===== src/rtl/bram_arbiter.sv =====
// Round-robin arbiter sharing one single-port synchronous BRAM between two requesters.
// Zero-fills the BRAM after reset, then serves req/gnt/rvalid handshakes with registered BRAM signals.
module bram_arbiter #(
  parameter int ADDR_W   = 5,
  parameter int DATA_W   = 4,
  parameter bit CLEAR_EN = 1'b1
) (
  input  logic              clk,
  input  logic              rst,
  output logic              ready,
  input  logic              req0,
  input  logic              we0,
  input  logic [ADDR_W-1:0] addr0,
  input  logic [DATA_W-1:0] wdata0,
  output logic              gnt0,
  output logic              rvalid0,
  input  logic              req1,
  input  logic              we1,
  input  logic [ADDR_W-1:0] addr1,
  input  logic [DATA_W-1:0] wdata1,
  output logic              gnt1,
  output logic              rvalid1,
  output logic [DATA_W-1:0] rdata,
  output logic              bram_we,
  output logic [ADDR_W-1:0] bram_addr,
  output logic [DATA_W-1:0] bram_wdata,
  input  logic [DATA_W-1:0] bram_rdata
);

  typedef enum logic {
    S_CLEAR = 1'b0,
    S_RUN   = 1'b1
  } state_t;

  localparam state_t RESET_STATE = CLEAR_EN ? S_CLEAR : S_RUN;
  localparam logic [ADDR_W-1:0] LAST_ADDR = {ADDR_W{1'b1}};

  state_t              state_q, state_d;
  logic [ADDR_W-1:0]   clr_cnt_q, clr_cnt_d;
  logic                ready_q, ready_d;
  logic                prio_q, prio_d;
  logic                gnt0_q, gnt0_d;
  logic                gnt1_q, gnt1_d;
  logic                rvalid0_q, rvalid0_d;
  logic                rvalid1_q, rvalid1_d;
  logic                we_q, we_d;
  logic [ADDR_W-1:0]   addr_q, addr_d;
  logic [DATA_W-1:0]   wdata_q, wdata_d;
  logic                elig0, elig1, win0, win1;

  // Next-state logic: clear sequencing, arbitration and BRAM-side staging.
  always_comb begin
    state_d   = state_q;
    clr_cnt_d = clr_cnt_q;
    ready_d   = ready_q;
    prio_d    = prio_q;
    gnt0_d    = 1'b0;
    gnt1_d    = 1'b0;
    we_d      = 1'b0;
    addr_d    = addr_q;
    wdata_d   = wdata_q;
    // A requester granted this cycle is still holding req; skip it so it is not granted twice.
    elig0     = req0 & ~gnt0_q;
    elig1     = req1 & ~gnt1_q;
    // prio_q = 1 means requester 1 wins a tie.
    win0      = elig0 & (~elig1 | ~prio_q);
    win1      = elig1 & (~elig0 | prio_q);
    rvalid0_d = gnt0_q & ~we_q;
    rvalid1_d = gnt1_q & ~we_q;

    case (state_q)
      S_CLEAR: begin
        we_d      = 1'b1;
        addr_d    = clr_cnt_q;
        wdata_d   = {DATA_W{1'b0}};
        clr_cnt_d = clr_cnt_q + 1'b1;
        if (clr_cnt_q == LAST_ADDR) begin
          state_d = S_RUN;
        end else begin
          state_d = S_CLEAR;
        end
      end
      S_RUN: begin
        // ready lags entry into RUN by one cycle, so the last clear write is not overlapped.
        ready_d = 1'b1;
        if (ready_q && win0) begin
          gnt0_d  = 1'b1;
          we_d    = we0;
          addr_d  = addr0;
          wdata_d = wdata0;
          prio_d  = 1'b1;
        end else if (ready_q && win1) begin
          gnt1_d  = 1'b1;
          we_d    = we1;
          addr_d  = addr1;
          wdata_d = wdata1;
          prio_d  = 1'b0;
        end else begin
          we_d = 1'b0;
        end
      end
      default: begin
        state_d = RESET_STATE;
      end
    endcase
  end

  // State and output registers with asynchronous reset.
  always_ff @(posedge clk or posedge rst) begin
    if (rst) begin
      state_q   <= RESET_STATE;
      clr_cnt_q <= {ADDR_W{1'b0}};
      ready_q   <= 1'b0;
      prio_q    <= 1'b0;
      gnt0_q    <= 1'b0;
      gnt1_q    <= 1'b0;
      rvalid0_q <= 1'b0;
      rvalid1_q <= 1'b0;
      we_q      <= 1'b0;
      addr_q    <= {ADDR_W{1'b0}};
      wdata_q   <= {DATA_W{1'b0}};
    end else begin
      state_q   <= state_d;
      clr_cnt_q <= clr_cnt_d;
      ready_q   <= ready_d;
      prio_q    <= prio_d;
      gnt0_q    <= gnt0_d;
      gnt1_q    <= gnt1_d;
      rvalid0_q <= rvalid0_d;
      rvalid1_q <= rvalid1_d;
      we_q      <= we_d;
      addr_q    <= addr_d;
      wdata_q   <= wdata_d;
    end
  end

  assign ready      = ready_q;
  assign gnt0       = gnt0_q;
  assign gnt1       = gnt1_q;
  assign rvalid0    = rvalid0_q;
  assign rvalid1    = rvalid1_q;
  assign bram_we    = we_q;
  assign bram_addr  = addr_q;
  assign bram_wdata = wdata_q;
  assign rdata      = bram_rdata;

endmodule


===== config.mk =====
export PLATFORM = sky130hd
export DESIGN_NAME = bram_arbiter
export DESIGN_NICKNAME = d
export VERILOG_FILES = /design/src/rtl/bram_arbiter.sv
export SDC_FILE = /design/constraint.sdc
export NUM_CORES = 1
export LEC_CHECK = 0
export CORE_MARGIN = 4
export CORE_UTILIZATION = 40
export CTS_BUF_LIST = sky130_fd_sc_hd__clkbuf_4 sky130_fd_sc_hd__clkbuf_8
export DETAILED_ROUTE_END_ITERATION = 7
export PLACE_DENSITY = 0.82
export SKIP_CTS_REPAIR_TIMING = 1
export SLEW_MARGIN = 25
export SYNTH_ARGS = -nofsm -noshare
export SYNTH_HDL_FRONTEND = slang
export SYNTH_SLANG_ARGS = --single-unit

===== constraint.sdc =====
create_clock -name clk -period 1.7 [get_ports clk]
set_input_delay 0.17 -clock clk [delete_from_list [all_inputs] [get_ports clk]]
set_output_delay 0.17 -clock clk [all_outputs]
set_load 0.005 [all_outputs]

==> results by group <==
Yosys
  – Post-synthesis area per instance: between 10 and 15 um^2
  – Cells after synthesis: 90
  – Syn nets: 120
  – Yosys warning count: 0
  – Mapped Area: 0.001037 mm^2
  – Post-synthesis cell type count: 29
  – Sequential share of the synthesized area: 53.08%
  – Yosys reg bits: 22

Placement
  – GP Congestion: 0.7563
  – PortBufs: 38
  – Hpwl dp: between 1.5 and 2 mm
  – Placed Cells: around 150
  – Post-place setup slack: -39.38 ps

Final layout
  – Nets@finish: 159
  – Total inserted antenna cells: 0
  – P&R area growth vs syn: 42.82%
  – Commonest non-fill, non-tap cells in the layout: clkdlybuf4s50_1 (38), dfrtp_1 (22)
  – Ratio of cells with drive above 1 in the final layout: about 11%
  – Layout Utilization: 59.80%
  – Most common cell after layout, fill and taps aside: clkdlybuf4s50_1
  – Layout Cells excl Fill: 158

Critical path
  – Worst r2r src: prio_q
  – Worst setup EP type: flip-flop
  – Register-to-Register Path Depth: 4
  – WP data arrival: 1720 ps
  – Type of origin of the critical path: flip-flop
  – Worst Path Buf+Inv: 1
  – Reg2reg setup slack: 150 ps
  – CP Data Required Time: 1880 ps
  – CP max stage cell: dfrtp_1
  – Cell family with most CP delay: compound AO/OA/AOI/OAI gates
  – Crit Path Max Fanout: 5
  – Critical path class: flip-flop to flip-flop
  – Largest stage delay on the critical path: around 440 ps
  – Cells along the critical path: o311a_1 -> buf_4 -> a221oi_1 -> o2bb2ai_1
  – RR Endpoint: bram_addr[0]

Die
  – Die Area: 0.003472 mm^2
  – Row cnt: 18
  – Die height: a little under 60 um
  – IO Pins: 47
  – Initial Utilization: 41.87%
  – Die width: 58.92 um
  – Core Area: 0.002477 mm^2

Power and ir drop
  – Power Density: between 900 and 1000 mW/mm^2
  – Logic gate share of total power: 27.2%
  – P_int: 1.090 mW
  – Max VDD drop: ~580 uV
  – Power share of the clock group: about 27%
  – Switching share of power: 23.10%
  – Static leakage: 0.6623 nW
  – Sequential share of power: 45.7%
  – NetSw: 0.3275 mW

Timing
  – Final hold vios: 0
  – Setup violators final: 0
  – Slew @ Worst Pin: 387.0 ps
  – Fmax: between 600 and 700 MHz
  – Fin crit period: between 1500 and 2000 ps
  – RSZ-0062 raised after global routing: false
  – Max Slew Vio Count: 0
  – Final WS setup: around 150 ps
  – Setup Skew: approximately 4.3 ps
  – Relative slew slack: 74.20%
  – Part of the cycle the worst path needs: 90.92%

Outcome
  – Status: finished, final reports clean

Clock tree
  – Clock-pin slew on the worst setup and hold paths: between 100 and 150 ps
  – Root Driver: clkbuf_4
  – CTS tree: done
  – Max Root-Sink Buffers: 2
  – Clock sink total: 22
  – Max H-tree Level: 1
  – Worst-Skew Late Latency: 290 ps
  – Cts bufs inserted: 3

Global route
  – First-pass GRT wire length: 3.795 mm
  – Total gr overflow: 0
  – Initial antenna violation count: 0
  – Pin count of the biggest net entering global routing: 23
  – Number of global-route vias before repair: 845
  – Tot GR Track Use: 14.52%

Route
  – Vias: 790
  – Drt first pass iters: 4
  – ANT nets after route: 0
  – Initial drt markers: 27
  – DR WL/cell: 14.40 um
  – DRC viols: 0
  – Vias/cell: 5.000
  – Total wire length: between 2 and 2.5 mm

Job
  – Max-cap violations: 0

Worst hold path
  – HP Class: primary input to asynchronous set/reset pin
[per-stage QoR]
| stage | TNS [ps] | hold WS, ps | total power, mW | instance area, um^2 |
|---|---|---|---|---|
| 2_1_floorplan | 0 | 159.2 | 0.8227 | 1037 |
| 3_3_place_gp | 0 | 340.0 | 1.036 | 1429 |
| 4_1_cts | 0 | 200.8 | 1.441 | 1481 |
| 3_5_place_dp | -39.38 | 340.0 | 1.048 | 1429 |
| 5_1_grt | 0 | 218.4 | 1.508 | 1481 |
| 6_report | 0 | 193.3 | 1.418 | 1481 |
[cell families after synthesis]
kind of cell	count (synthesis)	share of synthesized area, %
buffers and inverters	13	7.238
AOI/OAI and AO/OA	23	15.92
and+or+nand+nor	21	12.79
adders and majority gates	2	2.412
xor gates and xnor gates	3	2.534
DFF	22	53.08
muxes	6	6.031
[power groups by stage]
stage                     clock [mW]  sequential, mW  combinational [mW]
final                          0.384           0.648               0.385
after global routing           0.421           0.663               0.424
after CTS                      0.400           0.650               0.391
after detailed placement           0           0.659               0.389
after global placement             0           0.656               0.379
after floorplan                    0           0.660               0.163
[layer usage]
layer | vias to the layer above | part of all wire, % | track usage (%) | wire (um)
li1 | 391 | - | - | -
met1 | 368 | 42 | 18.46 | 954
met2 | 29 | 49 | 24.13 | 1109
met3 | 2 | 8.0 | 3.509 | 181
met4 | 0 | 1.3 | 4.854 | 30
met5 | - | 0 | 0 | 0
[Yosys cell counts (all sizes together)]
library cell / number / area (um^2)
a211o: 1 / 8.760
a21oi: 4 / 20.02
a221o: 1 / 10.01
a221oi: 4 / 35.03
a31o: 1 / 8.760
a31oi: 1 / 6.260
and2: 2 / 12.51
and3: 2 / 17.52
buf: 6 / 48.80
clkbuf: 2 / 7.510
dfrtp: 22 / 550.5
ha: 2 / 25.02
inv: 5 / 18.77
mux2: 2 / 22.52
mux2i: 4 / 40.04
nand2: 1 / 3.750
nand2b: 1 / 6.260
nand3: 2 / 10.01
nand3b: 1 / 20.02
nor2: 5 / 18.77
nor2b: 5 / 31.28
o21ai: 5 / 25.02
o22ai: 1 / 6.260
o2bb2ai: 4 / 35.03
o311a: 1 / 10.01
or2: 2 / 12.51
xnor2: 3 / 26.28
[sequential cells by signal, indices dropped and copies added (netlist names)]
register	cells
state_q	1
gnt0	1
bram_wdata	4
rvalid0	1
clr_cnt_q	5
rvalid1	1
prio_q	1
bram_addr	5
gnt1	1
bram_we	1
ready	1
[worst max-delay path by stage]
| stage | startpoint | end | slack, ps | depth (start not counted) |
|---|---|---|---|---|
| 6_report | prio_q | bram_addr[0] | 150 | 4 |
| 5_1_grt | gnt0 | bram_wdata[2] | 90 | 4 |
| 4_1_cts | prio_q | bram_addr[0] | 130 | 4 |
| 3_5_place_dp | req0 | bram_addr[0] | -40 | 6 |
| 3_3_place_gp | req0 | bram_addr[0] | 40 | 6 |
| 2_1_floorplan | gnt1 | bram_addr[2] | 280 | 5 |
[tightest hold or removal path, cell delays in order]
cell and delay (ps):
clkdlybuf4s50_1 400, inv_1 50, buf_4 270
[area by class of cell]
class	instances	area, um^2
well taps	30	37.54
inverters	5	18.77
fillers	223	996.0
repair buffers	42	410.4
clock buffers	3	22.52
clock inverters	1	30.03
multi-input cells	55	411.6
flip-flops and latches	22	550.5
Note: power is estimated with default switching activity, not from simulation.
